### src/rtl/signed_seq_divider_if.sv
// Start/busy/done handshake and operand/result bundle for the signed sequential divider.
interface signed_seq_divider_if #(parameter int N = 4);
    logic              start;
    logic [2*N-1:0]    dividend;
    logic [N-1:0]      divisor;
    logic              busy;
    logic              done;
    logic [2*N-1:0]    quotient;
    logic [N-1:0]      remainder;
    logic              div_by_zero;
    logic              overflow;

    modport master (
        output start, dividend, divisor,
        input  busy, done, quotient, remainder, div_by_zero, overflow
    );

    modport slave (
        input  start, dividend, divisor,
        output busy, done, quotient, remainder, div_by_zero, overflow
    );
endinterface

### src/rtl/signed_seq_divider.sv
// Signed restoring divider: 2N-bit dividend / N-bit divisor over 2N iteration cycles,
// magnitudes divided unsigned and signs applied in a final fix-up cycle.
module signed_seq_divider #(
    parameter int N = 4
) (
    input logic                 clk,
    input logic                 rst_n,
    signed_seq_divider_if.slave io_bus
);
    localparam int QW = 2 * N;
    localparam int CW = $clog2(QW + 1);

    localparam logic [1:0] S_IDLE = 2'd0;
    localparam logic [1:0] S_RUN  = 2'd1;
    localparam logic [1:0] S_FIX  = 2'd2;

    logic [1:0]    r_state;
    logic [QW-1:0] r_quo;
    logic [N-1:0]  r_rem;
    logic [N-1:0]  r_absDivisor;
    logic [CW-1:0] r_count;
    logic          r_signQ;
    logic          r_signR;
    logic          r_divZero;
    logic          r_ovf;
    logic [QW-1:0] r_quotient;
    logic [N-1:0]  r_remainder;
    logic          r_done;
    logic          r_divZeroOut;
    logic          r_ovfOut;

    logic [QW-1:0] w_absDividend;
    logic [N-1:0]  w_absDivisor;
    logic          w_isOvf;
    logic          w_isZero;
    logic [N:0]    w_shiftR;
    logic [N:0]    w_trial;
    logic [QW-1:0] w_negQ;
    logic [N-1:0]  w_negR;

    // The most negative values negate onto themselves, which reads correctly as an unsigned magnitude.
    assign w_absDividend = io_bus.dividend[QW-1] ? ({QW{1'b0}} - io_bus.dividend) : io_bus.dividend;
    assign w_absDivisor  = io_bus.divisor[N-1]   ? ({N{1'b0}} - io_bus.divisor)   : io_bus.divisor;
    assign w_isOvf       = (io_bus.dividend == {1'b1, {(QW-1){1'b0}}}) && (io_bus.divisor == {N{1'b1}});
    assign w_isZero      = (io_bus.divisor == {N{1'b0}});

    // The partial remainder stays below |divisor|, so the N+1 bit trial never wraps and bit N is its sign.
    assign w_shiftR = {r_rem, r_quo[QW-1]};
    assign w_trial  = w_shiftR - {1'b0, r_absDivisor};
    assign w_negQ   = {QW{1'b0}} - r_quo;
    assign w_negR   = {N{1'b0}} - r_rem;

    always_ff @(posedge clk or negedge rst_n) begin
        if (!rst_n) begin
            r_state      <= S_IDLE;
            r_quo        <= '0;
            r_rem        <= '0;
            r_absDivisor <= '0;
            r_count      <= '0;
            r_signQ      <= 1'b0;
            r_signR      <= 1'b0;
            r_divZero    <= 1'b0;
            r_ovf        <= 1'b0;
            r_quotient   <= '0;
            r_remainder  <= '0;
            r_done       <= 1'b0;
            r_divZeroOut <= 1'b0;
            r_ovfOut     <= 1'b0;
        end else begin
            r_done <= 1'b0;
            case (r_state)
                S_IDLE: begin
                    if (io_bus.start) begin
                        r_quo        <= w_absDividend;
                        r_absDivisor <= w_absDivisor;
                        r_signQ      <= io_bus.dividend[QW-1] ^ io_bus.divisor[N-1];
                        r_signR      <= io_bus.dividend[QW-1];
                        r_rem        <= '0;
                        r_count      <= '0;
                        r_divZero    <= w_isZero;
                        r_ovf        <= w_isOvf;
                        r_state      <= w_isZero ? S_FIX : S_RUN;
                    end
                end
                S_RUN: begin
                    if (!w_trial[N]) begin
                        r_rem <= w_trial[N-1:0];
                        r_quo <= {r_quo[QW-2:0], 1'b1};
                    end else begin
                        r_rem <= w_shiftR[N-1:0];
                        r_quo <= {r_quo[QW-2:0], 1'b0};
                    end
                    r_count <= r_count + CW'(1);
                    if (r_count == CW'(QW - 1)) begin
                        r_state <= S_FIX;
                    end
                end
                S_FIX: begin
                    r_done       <= 1'b1;
                    r_divZeroOut <= r_divZero;
                    r_ovfOut     <= r_ovf && !r_divZero;
                    if (r_divZero) begin
                        r_quotient  <= '0;
                        r_remainder <= '0;
                    end else if (r_ovf) begin
                        r_quotient  <= {1'b1, {(QW-1){1'b0}}};
                        r_remainder <= '0;
                    end else begin
                        r_quotient  <= r_signQ ? w_negQ : r_quo;
                        r_remainder <= r_signR ? w_negR : r_rem;
                    end
                    r_state <= S_IDLE;
                end
                default: begin
                    r_state <= S_IDLE;
                end
            endcase
        end
    end

    assign io_bus.busy        = (r_state != S_IDLE);
    assign io_bus.done        = r_done;
    assign io_bus.quotient    = r_quotient;
    assign io_bus.remainder   = r_remainder;
    assign io_bus.div_by_zero = r_divZeroOut;
    assign io_bus.overflow    = r_ovfOut;
endmodule

### src/flat_wrapper.sv
// flat-port wrapper written by rule: the top's interface ports become plain ports
module signed_seq_divider_flat 
#(
    parameter int N = 4
)
  (clk, rst_n, io_bus_start, io_bus_dividend, io_bus_divisor, io_bus_busy, io_bus_done, io_bus_quotient, io_bus_remainder, io_bus_div_by_zero, io_bus_overflow);
  signed_seq_divider_if #(.N(N)) io_bus_i ();
  input logic clk;
  input logic rst_n;
  input wire logic [$bits(io_bus_i.start)-1:0] io_bus_start;
  input wire logic [$bits(io_bus_i.dividend)-1:0] io_bus_dividend;
  input wire logic [$bits(io_bus_i.divisor)-1:0] io_bus_divisor;
  output wire logic [$bits(io_bus_i.busy)-1:0] io_bus_busy;
  output wire logic [$bits(io_bus_i.done)-1:0] io_bus_done;
  output wire logic [$bits(io_bus_i.quotient)-1:0] io_bus_quotient;
  output wire logic [$bits(io_bus_i.remainder)-1:0] io_bus_remainder;
  output wire logic [$bits(io_bus_i.div_by_zero)-1:0] io_bus_div_by_zero;
  output wire logic [$bits(io_bus_i.overflow)-1:0] io_bus_overflow;
  assign io_bus_i.start = io_bus_start;
  assign io_bus_i.dividend = io_bus_dividend;
  assign io_bus_i.divisor = io_bus_divisor;
  assign io_bus_busy = io_bus_i.busy;
  assign io_bus_done = io_bus_i.done;
  assign io_bus_quotient = io_bus_i.quotient;
  assign io_bus_remainder = io_bus_i.remainder;
  assign io_bus_div_by_zero = io_bus_i.div_by_zero;
  assign io_bus_overflow = io_bus_i.overflow;
  signed_seq_divider #(.N(N)) u_core (.clk(clk), .rst_n(rst_n), .io_bus(io_bus_i));
endmodule
### config.mk
export PLATFORM = sky130hd
export DESIGN_NAME = signed_seq_divider_flat
export DESIGN_NICKNAME = d
export VERILOG_FILES = /design/src/rtl/signed_seq_divider_if.sv /design/src/rtl/signed_seq_divider.sv /design/src/flat_wrapper.sv
export SDC_FILE = /design/constraint.sdc
export NUM_CORES = 1
export LEC_CHECK = 0
export BUFFER_PORTS_ARGS = -buffer_cell sky130_fd_sc_hd__buf_2
export CAP_MARGIN = 20
export CORE_MARGIN = 5
export CORE_UTILIZATION = 35
export DETAILED_ROUTE_END_ITERATION = 8
export GPL_TIMING_DRIVEN = 1
export PLACE_DENSITY = 0.61
export SYNTH_ARGS = -nofsm -noshare
export SYNTH_HDL_FRONTEND = slang
export SYNTH_SLANG_ARGS = --single-unit
### constraint.sdc
create_clock -name clk -period 2.4 [get_ports clk]
set_clock_uncertainty 0.1 [all_clocks]
set_input_delay 0.48 -clock clk [delete_from_list [all_inputs] [get_ports clk]]
set_output_delay 0.48 -clock clk [all_outputs]
set_load 0.01 [all_outputs]
=== Yosys cells after proc, flatten, opt, wreduce, memory -nomap -nowiden ===
Cells that the tools add are included.

* Memory bits (read-only): 0
* Output and inout bits: 16
* Memories: 0
* Bits in registers: 41
* Logic and storage cells: 58
* Bits of input ports: 15
* Latch bits: 0
* RAM bits: 0

* Reductions and logical operators: 10
* Bitwise logic cells: 1
* Shifts and indexed selects: 0
* Muxes and demuxes: 20
* Equality and inequality tests: 7
* Divide/modulo/power cells: 0
* $add $sub $neg: 6
* Magnitude comparators: 0
* Multipliers: 0

{| class="wikitable"
|+ Operators by type and width
! operator !! number
|-
| 8-bit two-way mux || 5
|-
| 4-bit two-way mux || 6
|-
| 4-bit one-hot mux with 2 select lines || 2
|-
| 8-bit one-hot mux with 2 select lines || 1
|-
| 1-bit by 8-bit subtractor with 8-bit output, first input constant || 2
|-
| 8-bit == test, second input constant || 1
|-
| 1-bit by 4-bit subtractor with 4-bit output, first input constant || 2
|-
| 2-bit two-way mux || 3
|-
| 2-bit AND reduction || 3
|-
| 5-bit by 4-bit subtractor with 5-bit output || 1
|-
| 4-bit by 1-bit adder with 4-bit output, second input constant || 1
|-
| 4-bit by 3-bit == test with 1-bit output, second input constant || 1
|-
| 4-bit == test, second input constant || 1
|-
| 4-bit logical NOT || 1
|-
| 2-bit one-hot mux with 2 select lines || 1
|-
| 2-bit nonzero test || 2
|-
| 2-bit by 1-bit == test with 1-bit output, second input constant || 1
|-
| 2-bit == test, second input constant || 1
|-
| 1-bit logical AND || 2
|-
| 2-bit logical NOT || 1
|-
| 1-bit two-way mux || 2
|-
| 2-bit by 1-bit != test with 1-bit output, second input constant || 1
|-
| 2-bit != test, second input constant || 1
|-
| 1-bit logical NOT || 1
|-
| 1-bit XOR || 1
|}

=== Longest topological paths before layout ===
Gate-level depths: netlist of the first run.

* Depth after elaboration: 4
* Depth in mapped cells: 8
* Depth with buffers taken out: 8

=== Worst setup path after synthesis of the first run ===
Ideal clock, no wire load.

* Path type: register to register
* From: register u_core.r_quo[7]
* To: register u_core.r_rem[0]
* Slack: 182 ps
* Arrival time: 1,996 ps
* Path buffers: 0
* Clock period less this slack: 2,218 ps
* Cell stages (with the launch flop): 9
* Required time: 2,178 ps
* Setup time: 122 ps
* Path through: dfrtp_1 -> inv_1 -> ha_1 -> inv_1 -> fa_1 -> a211oi_1 -> nor2_1 -> or3b_1 -> a32o_1

* Word-level cells in the longest chain between the ends: 3

{| class="wikitable"
|+ Ends and longest elaborated chain
! item !! RTL line !! text
|-
| from (decl) || signed_seq_divider.sv:18 || <nowiki>logic [QW-1:0] r_quo;</nowiki>
|-
| from (signal assigned) || signed_seq_divider.sv:74 || <nowiki>r_quo <= w_absDividend;</nowiki>
|-
| from (signal assigned) || signed_seq_divider.sv:88 || <nowiki>r_quo <= {r_quo[QW-2:0], 1'b1};</nowiki>
|-
| from (signal assigned) || signed_seq_divider.sv:91 || <nowiki>r_quo <= {r_quo[QW-2:0], 1'b0};</nowiki>
|-
| 5-bit by 4-bit subtractor with 5-bit output || signed_seq_divider.sv:49 || <nowiki>assign w_trial = w_shiftR - {1'b0, r_absDivisor};</nowiki>
|-
| 4-bit two-way mux (*) || signed_seq_divider.sv:86 || <nowiki>if (!w_trial[N]) begin</nowiki>
|-
| 4-bit one-hot mux with 2 select lines (*) || signed_seq_divider.sv:71 || <nowiki>case (r_state)</nowiki>
|-
| to (signal assigned) || signed_seq_divider.sv:87 || <nowiki>r_rem <= w_trial[N-1:0];</nowiki>
|-
| to (signal assigned) || signed_seq_divider.sv:90 || <nowiki>r_rem <= w_shiftR[N-1:0];</nowiki>
|-
| to (decl) || signed_seq_divider.sv:19 || <nowiki>logic [N-1:0] r_rem;</nowiki>
|}

Every way passes the cells marked *; elsewhere a longest branch is shown, timed or not.
A chain may end at the register's enable or synchronous reset.

=== Worst setup path after layout of the first run ===
* From: register u_core.r_quo[7]
* To: register u_core.r_rem[2]

* Word-level cells in the longest chain between the ends: 3

{| class="wikitable"
|+ Ends and longest elaborated chain
! item !! RTL line
|-
| 5-bit by 4-bit subtractor with 5-bit output || signed_seq_divider.sv:49
|-
| 4-bit two-way mux || signed_seq_divider.sv:86
|-
| 4-bit one-hot mux with 2 select lines || signed_seq_divider.sv:71
|}

Every way passes these cells.

==> results of run 1 <==
## what timing repair did
| item | in CTS | in global routing |
|---|---|---|
| setup endpoints to repair | 0 | 3 |
| buffers inserted | 0 | 1 |
| gates resized for setup | 0 | 3 |
| hold buffers | 0 | 0 |
## layer usage
layer / GRT usage (%) / up-vias / wire, um
li1: - / 891 / -
met3: 3.58 / 14 / 223
met2: 19.9 / 40 / 2230
met4: 5.83 / 0 / 172
met5: 0 / - / 0
met1: 17.8 / 844 / 2430
## flip-flops by register name, indices dropped and copies added, names as in the netlist
name                       flops
u_core.io_bus.quotient         8
u_core.r_quo                   8
u_core.io_bus.remainder        4
u_core.r_absDivisor            4
u_core.r_count                 4
u_core.r_rem                   4
u_core.r_state                 2
u_core.io_bus.div_by_zero      1
u_core.io_bus.done             1
u_core.io_bus.overflow         1
u_core.r_divZero               1
u_core.r_ovf                   1
u_core.r_signQ                 1
u_core.r_signR                 1
## power by group through the flow
stage	Sequential [W]	Clock, W	Combinational (W)
floorplan	0.00119	0	0.00119
CTS	0.00122	0.000597	0.00160
global placement	0.00122	0	0.00156
global route	0.00127	0.000628	0.00187
finish	0.00122	0.000580	0.00162
detailed placement	0.00124	0	0.00158
## synthesized netlist by cell type, types with 2 or more instances
library cell / count
buf_2: 2
ha_1: 10
xnor2_1: 7
nand2b_1: 6
nor2_1: 8
dfrtp_1: 41
nor2b_1: 4
o21ai_0: 31
a21oi_1: 4
mux2_2: 2
o31ai_1: 5
nand2_1: 34
or2_2: 2
inv_1: 16
xor2_1: 11
mux2i_1: 4
nand3_1: 2
a32o_1: 2
or3_1: 5
a22oi_1: 5
clkbuf_1: 9
## placed cells by master, fill, tap and decap left out, drive strengths merged, types with 2 or more instances in the layout
master   n
dfrtp   41
buf     36
nand2   34
o21ai   31
inv     16
xor2    11
ha      10
nor2     8
xnor2    7
clkbuf   7
nand2b   6
or3      5
o31ai    5
a22oi    5
a21oi    5
nor2b    4
mux2i    4
or3b     3
or2      2
a32o     2
mux2     2
nand3    2
## through the flow
stage / worst slack, ps / hold slack (ps) / total power (W)
floorplan: 182 / 84.4 / 0.00238
global placement: 84.9 / 357 / 0.00278
detailed placement: 28.0 / 367 / 0.00282
global route: 3.98 / 182 / 0.00377
CTS: 6.95 / 159 / 0.00342
finish: 128 / 135 / 0.00343
## layout make-up
type | instances | area share [%]
Multi-Input combinational cell | 169 | 43.5
Sequential cell | 41 | 38.8
Clock inverter | 1 | 1.14
Clock buffer | 7 | 3.27
Inverter | 16 | 2.27
Tap cell | 77 | 3.65
Timing Repair Buffer | 36 | 7.39
## critical path, cell delays in order (launching register included)
cell      delay, ps
dfrtp_1         400
inv_1            90
ha_1            140
inv_1            60
fa_2            370
a211oi_2        290
nor2_2          110
or3_1           360
a32o_1          260
## path summary, 6_finish.rpt
check | end | slack, ps | depth (start not counted)
worst max-delay path | u_core.r_rem[2]$_DFFE_PN0P_ | 130 | 8
worst min-delay path | u_core.io_bus.remainder[2]$_DFFE_PN0P_ | 140 | 2
worst max register to register | u_core.r_rem[2]$_DFFE_PN0P_ | 130 | 8
worst min register to register | u_core.io_bus.quotient[3]$_DFFE_PN0P_ | 370 | 2
max in group asynchronous | u_core.r_quo[7]$_DFFE_PN0P_ | 1690 | 2
min in group clk | u_core.io_bus.quotient[3]$_DFFE_PN0P_ | 370 | 2
## kinds of logic (layout without fill, tap and decap cells)
group / Yosys count / count (layout)
buffers and inverters: 27 / 60
xor gates and xnor gates: 18 / 18
AOI/OAI and AO/OA: 63 / 63
muxes: 6 / 6
and+or+nand+nor: 71 / 71
DFF: 41 / 41
adders and majority gates: 11 / 11
==> results.toml, run 1 <==
[sta]
drv_slew = 0
hold_viol = 0
rsz0062_at_grt = "no"
post-route-min-period_ps = 2270
tns_ps = 0
period_share_pct = 94.7
max_freq_mhz = 440
relSlewSlack_pct = 64.9
finalSetupViolCount = 0
tightestPinTransition_ps = 526

[placed_design]
dp_cells = 338
place.detailed.hpwl_um = 3750
place_area_um2 = 2510
place_congestion = 0.843
io_buffers = 30

[run_status]
status = "finished clean"

[synthesis]
ys_ff_latch = 41
synthArstFlopShare_pct = 100
synthCells = 237
syn_nets = 263
syn_avg_cell_area_um2 = 9.57
synth_area_um2 = 2270
synth.top_cell.area_share_pct = 45.2
synth_top_family_by_area = "compound AO/OA/AOI/OAI gates"
synth-simple-area-share_pct = 15.6
yosys_most_used_dff = "dfrtp_1"
synth_cell_types = 48
synth_mux_area_share_pct = 2.76
synth_edf_count = 0
synth_top_area_cell = "dfrtp_1"
synth_area_leaders = "dfrtp_1 (45%), o21ai_0 (6.8%), nand2_1 (5.6%), ha_1 (5.5%), xor2_1 (4.2%)"
synthAdderAreaFrac_pct = 6.40
synth-compound-area-share_pct = 18.5
synthXorXnorAreaFrac_pct = 6.95
yosysSeqAreaShare_pct = 45.2
ys_warn_count = 0

[pwr]
netSwitchingPower_w = 0.00136
pwr_density_cell_nw_per_um2 = 1300
internal_power_w = 0.00207
power_frac_clock_pct = 16.9
comb_power_share_pct = 47.4
sw_frac_of_total_pct = 39.7
ir_drop_v = 0.000479
pwr-share-seq_pct = 35.6
leakagePower_nw = 1.28

[cells_and_area]
multi_input_area_um2 = 1150
final_area_um2 = 2640
instances_no_fill = 347
drive_gt1_share_pct = 20.4
nets = 295
regArea_um2 = 1030
fill_cells = 658
syn2layout_area_growth_pct = 16.5
diodes = 0
final_util_pct = 41.9

[global_route]
antenna_found_initial = 0
grt_max_degree = 42
grt_pass1_vias = 1857
grt-ovfl-total = 0
grtUsageTotal_pct = 13.3
grt_pass1_wl_um = 8960

[route]
ant_nets = 0
via_count = 1789
wire_per_inst_um = 14.6
routed_wirelength_um = 5060
dr.first_iter.drc_count = 103
drc = 0
vias_per_cell = 5.16
firstDrtPassIters = 4

[setup_path]
crit_path_start = "u_core.r_quo[7]$_DFFE_PN0P_"
worst_ep_arrival_time_ps = 2360
crit_required_ps = 2490
timing.rr.start = "u_core.r_quo[7]$_DFFE_PN0P_"
endpoint_kind = "register"
start_kind = "register"
crit_path_max_fanout = 5
critical_path_class = "register to register"

[floorplanning]
core_um2 = 6310
ios = 31
die_height_um = 90.5
die_x_um = 90.5
rows = 29
initial_core_util_pct = 35.9
dieArea_um2 = 8190

[clock_network]
cts_tree = "yes"
clock_sinks = 41
cts_buffers = 5
insertion_delay_ps = 290
root_buffer = "clkbuf_8"
cts_buffer_depth = 2
cts_htree_levels = 2
cts.reportedPaths.clkPinSlew_ps = 80

[flow_run]
drv_cap = 0

[hold_path]
hp-class = "input pin to asynchronous set/reset pin"
Power figures use the tool's default switching activity.
==> run 2, diff against run 1 <==
TNS_END_PERCENT = 100   (was unset)
clock period = 2.2 ns   (was 2.4 ns; I/O delays follow)
==> run 2 against run 1 <==
The flow now finishes with violations (setup timing). Core utilization grew 1.1 points. Routed wire length decreased by 0.85%. Via count up 2.2%. Die area stayed put. Sequential share of layout area down 0.95 points.
==> results.toml, run 2 (synthesis results as in run 1) <==
[route]
drc = 0
routed_wirelength_um = 5020
dr.first_iter.drc_count = 83
wire_per_inst_um = 14.3
ant_nets = 0
vias_per_cell = 5.23
via_count = 1829
firstDrtPassIters = 4

[pwr]
ir_drop_v = 0.000482
netSwitchingPower_w = 0.00153
p_total_w = 0.00388
pwr_density_cell_nw_per_um2 = 1430
pwr-share-seq_pct = 34.2
comb_power_share_pct = 49.3
leakagePower_nw = 1.30
internal_power_w = 0.00236
sw_frac_of_total_pct = 39.3
power_frac_clock_pct = 16.4

[setup_path]
crit_path_start = "u_core.r_quo[7]$_DFFE_PN0P_"
crit_required_ps = 2280
start_kind = "register"
crit_path_max_fanout = 6
critical_path_class = "register to register"
endpoint_kind = "register"
timing.rr.start = "u_core.r_quo[7]$_DFFE_PN0P_"
worst_ep_arrival_time_ps = 2280

[run_status]
status = "finished, violations left"
violations = "setup timing"

[cells_and_area]
multi_input_area_um2 = 1180
fill_cells = 665
syn2layout_area_growth_pct = 19.4
final_cell_mix = "dfrtp_1 (41), nand2_1 (34), o21ai_0 (30), buf_2 (30), inv_1 (14)"
diodes = 0
nets = 298
final_common_cell = "dfrtp_1"
regArea_um2 = 1030
final_area_um2 = 2710
drive_gt1_share_pct = 22.7

[floorplanning]
rows = 29
die_height_um = 90.5
dieArea_um2 = 8190
die_x_um = 90.5
core_um2 = 6310
initial_core_util_pct = 35.9
ios = 31

[clock_network]
cts_buffer_depth = 2
cts_htree_levels = 2
cts.reportedPaths.clkPinSlew_ps = 80
cts_buffers = 5
cts_tree = "yes"
root_buffer = "clkbuf_8"
clock_sinks = 41
ctsHoldBuffers = 0
insertion_delay_ps = 290

[sta]
relSlewSlack_pct = 64.8
tns_ps = -3.19
finalSetupViolCount = 1
drv_slew = 0
max_freq_mhz = 454
setup_ws_ps = -3.19
tightestPinTransition_ps = 528
period_share_pct = 100
rsz0062_at_grt = "yes"
hold_viol = 0
post-route-min-period_ps = 2200

[global_route]
grt_max_degree = 22
grt_pass1_vias = 1893
grtUsageMet2_pct = 20.8
grtUsageTotal_pct = 13.3
antenna_found_initial = 0
grt-busiest-layer = "met2"
grt_pass1_wl_um = 9060
grt-ovfl-total = 0
use_met1_pct = 17.3
use_met3_pct = 4.00

[flow_run]
drv_cap = 0

[placed_design]
pre_cts_slack_ps = -47.5
io_buffers = 30
place_congestion = 0.858
place.detailed.hpwl_um = 3810
place_area_um2 = 2540

[hold_path]
hp-class = "input pin to asynchronous set/reset pin"
## run 2: cell count changes in the layout (fill, tap and decap cells not counted), sizes merged
| cell | delta |
|---|---|
| buf | +3 |
## run 2: layer usage
layer | up-vias | wire length (um)
li1 | 904 | -
met5 | - | 0
met1 | 865 | 2310
met2 | 50 | 2310
met3 | 10 | 287
met4 | 0 | 112
## run 2: stage by stage
stage,util [%],std cells,hold slack (ps)
global placement,40.2,340,347
CTS,42.3,348,26.8
detailed placement,40.2,340,351
finish,42.9,350,10.4
global route,42.9,350,50.4
floorplan,-,237,44.4
## run 2: final cells by class
| cell class | count | share of cell area, % |
|---|---|---|
| tap | 77 | 3.56 |
| sequential | 41 | 37.9 |
| multi-input combinational | 169 | 43.5 |
| inverter | 16 | 2.31 |
| clock inverter | 1 | 1.11 |
| clock buffer | 7 | 3.19 |
| timing repair buffer | 39 | 8.50 |
## run 2: what timing repair did
item	4_1_cts	5_1_grt
setup endpoints to repair	4	4
resized for setup	2	9
cloned	0	0
pin swaps	0	8
buffers inserted	0	2
## run 2: power by group through the flow
stage / combinational (W) / sequential (W) / clock [W]
6_report: 0.00192 / 0.00133 / 0.000638
5_1_grt: 0.00220 / 0.00138 / 0.000682
4_1_cts: 0.00182 / 0.00133 / 0.000655
3_5_place_dp: 0.00178 / 0.00134 / 0
3_3_place_gp: 0.00175 / 0.00133 / 0
2_1_floorplan: 0.00131 / 0.00130 / 0
## run 2: worst paths after layout
path / slack [ps] / end / cells after the start
max in group asynchronous: 1490 / u_core.io_bus.overflow$_DFFE_PN0P_ / 2
min: 10 / u_core.r_rem[1]$_DFFE_PN0P_ / 1
min in group clk: 340 / u_core.r_quo[0]$_DFFE_PN0P_ / 2
max: -3 / u_core.r_quo[0]$_DFFE_PN0P_ / 8
max reg2reg: -3 / u_core.r_quo[0]$_DFFE_PN0P_ / 8
min reg2reg: 380 / u_core.io_bus.quotient[5]$_DFFE_PN0P_ / 2
## run 2: critical path, cell delays in order (launching register included)
cell,delay (ps)
dfrtp_1,390
inv_2,80
ha_4,130
inv_4,30
fa_2,390
a211o_4,370
a21oi_4,220
nor3_1,90
a221o_1,270
==> run 3, diff against run 2 <==
--- a/config.mk
+++ b/config.mk
@@ -9,8 +9,9 @@
 export CAP_MARGIN = 20
 export CORE_MARGIN = 5
-export CORE_UTILIZATION = 35
+export CORE_UTILIZATION = 40
 export DETAILED_ROUTE_END_ITERATION = 8
 export GPL_TIMING_DRIVEN = 1
-export PLACE_DENSITY = 0.61
+export PLACE_DENSITY = 0.67
+export RECOVER_POWER = 50
 export SYNTH_ARGS = -nofsm -noshare
 export SYNTH_HDL_FRONTEND = slang
==> constraint.sdc (replaced) <==
create_clock -name clk -period 2.2 [get_ports clk]
set_clock_uncertainty 0.1 [all_clocks]
set_input_delay 0.44 -clock clk [delete_from_list [all_inputs] [get_ports clk]]
set_output_delay 0.44 -clock clk [all_outputs]
set_load 0.05 [all_outputs]
==> run 3 against run 2 <==
The run now ends clean. Global-route usage grew 1.7 points. Highest routed layer unchanged. Combinational power grew 19%. Clock power shrank 15%. Cell area shrank 0.74%.
==> results.toml, run 3 (synthesis results as in run 1) <==
[sta]
whs_ps = 276
finalSetupViolCount = 0
hold_viol = 0
tightestPinTransition_ps = 995
setup_ws_ps = 26.1
max_freq_mhz = 460
post-route-min-period_ps = 2170
period_share_pct = 98.8
rsz0062_at_grt = "yes"
drv_slew = 0
relSlewSlack_pct = 33.6

[pwr]
ir_drop_v = 0.000518
leakagePower_nw = 1.29
pwr_density_cell_nw_per_um2 = 1550

[floorplanning]
ios = 31
core_um2 = 5510
initial_core_util_pct = 41.2
dieArea_um2 = 7280
rows = 27
die_height_um = 85.3
die_x_um = 85.3

[route]
wire_per_inst_um = 14.4
routed_wirelength_um = 5010
drc = 0
dr.first_iter.drc_count = 123
via_count = 1824
vias_per_cell = 5.24
firstDrtPassIters = 4
ant_nets = 0

[setup_path]
crit_required_ps = 2290
start_kind = "register"
critical_path_buf_inv_count = 3
cpMaxStageDelayCell = "dfrtp_1"
worst_ep_arrival_time_ps = 2260
endpoint_kind = "register"
critical_path_class = "register to register"
critPathMaxStageDelay_ps = 400
crit_family = "compound AO/OA/AOI/OAI gates"
path_cells = "inv_2, ha_4, inv_4, fa_2, a211oi_2, buf_4, nor4_1, a221oi_1, a21bo_2"
crit_path_max_fanout = 3

[global_route]
grt_pass1_vias = 1852
antenna_found_initial = 0
grtUsageTotal_pct = 15.0
grt_pass1_wl_um = 8850
grt-ovfl-total = 0
grt_max_degree = 42

[placed_design]
io_buffers = 30
place_congestion = 0.847
dp_cells = 335
place_area_um2 = 2520
place.detailed.hpwl_um = 3650
pre_cts_slack_ps = -44.5

[cells_and_area]
nets = 301
final_common_cell = "dfrtp_1"
final_area_um2 = 2690
final_util_pct = 48.8
final_cell_mix = "dfrtp_1 (41), nand2_1 (34), o21ai_0 (31), buf_2 (27), inv_1 (14)"
diodes = 0
instances_no_fill = 348
drive_gt1_share_pct = 22.5
syn2layout_area_growth_pct = 18.5

[clock_network]
cts_tree = "yes"
insertion_delay_ps = 290
cts_htree_levels = 2
cts.reportedPaths.clkPinSlew_ps = 80
root_buffer = "clkbuf_8"
ctsHoldBuffers = 0
cts_buffer_depth = 2
clock_sinks = 41
cts_buffers = 5

[hold_path]
hp-class = "input pin to asynchronous set/reset pin"

[flow_run]
drv_cap = 0

[run_status]
status = "finished clean"
==> run 3: cell types whose count changed in the layout (fill, tap and decap cells not counted) <==
| cell | change |
|---|---|
| clkinv_2 | +1 |
| clkbuf_1 | +4 |
| buf_4 | +1 |
| o21ai_1 | -1 |
| clkbuf_2 | +1 |
| clkbuf_8 | +1 |
| bufinv_16 | -1 |
| nor3_2 | +1 |
| o21ai_0 | +1 |
| nor3_1 | -1 |
| buf_2 | -3 |
| buf_12 | -1 |
==> run 3: layer usage <==
layer	share of wire, %	global-route usage [%]	vias to the layer above	routed length [um]
li1	-	-	900	-
met1	45	20.3	869	2240
met2	48	23.3	50	2410
met3	5.8	3.69	5	290
met4	1.4	5.47	0	68
met5	0	0	-	0
==> run 3: timing repair <==
action                     in CTS  in global routing
resized for setup               3                  8
setup endpoints to repair       3                  5
buffers inserted                3                  2
gates cloned                    0                  0
pin swaps                       4                  4
==> run 3: worst register-to-register path, stage by stage (launching register included) <==
cell	delay, ps
dfrtp_1	400
inv_2	80
ha_4	130
inv_4	30
fa_2	370
a211oi_2	260
buf_4	150
nor4_1	40
a221oi_1	250
a21bo_2	270
==> run 3: where the power goes <==
group / switching [W] / internal [W] / total, W
Clock: 0.000257 / 0.000284 / 0.000540
Sequential: 0.000286 / 0.00105 / 0.00134
Combinational: 0.00133 / 0.000960 / 0.00229
==> run 3: cell type report <==
| class | count | area [um^2] |
|---|---|---|
| clock buffers | 7 | 96.3 |
| multi-input cells | 169 | 1180 |
| fillers | 515 | 2820 |
| inverters | 16 | 62.6 |
| flip-flops and latches | 41 | 1030 |
| well taps | 72 | 90.1 |
| repair buffers | 42 | 226 |
| clock inverters | 1 | 5.00 |
==> run 3: worst paths after layout <==
path,startpoint,to,slack (ps),cells after the start
max,u_core.r_quo[7]$_DFFE_PN0P_,u_core.r_rem[3]$_DFFE_PN0P_,30,9
min,rst_n,u_core.r_absDivisor[3]$_DFFE_PN0P_,280,2
max reg2reg,u_core.r_quo[7]$_DFFE_PN0P_,u_core.r_rem[3]$_DFFE_PN0P_,30,9
min reg2reg,u_core.io_bus.quotient[3]$_DFFE_PN0P_,u_core.io_bus.quotient[3]$_DFFE_PN0P_,380,2
max in group asynchronous,rst_n,u_core.io_bus.quotient[5]$_DFFE_PN0P_,1100,2
min in group clk,io_bus_dividend[0],u_core.r_quo[0]$_DFFE_PN0P_,330,2
==> run 3: through the flow <==
stage | setup TNS [ps] | total power, W
6_report | 0 | 0.00416
5_1_grt | -102 | 0.00452
4_1_cts | 0 | 0.00407
3_5_place_dp | -119 | 0.00342
3_3_place_gp | 0 | 0.00337
2_1_floorplan | 0 | 0.00290
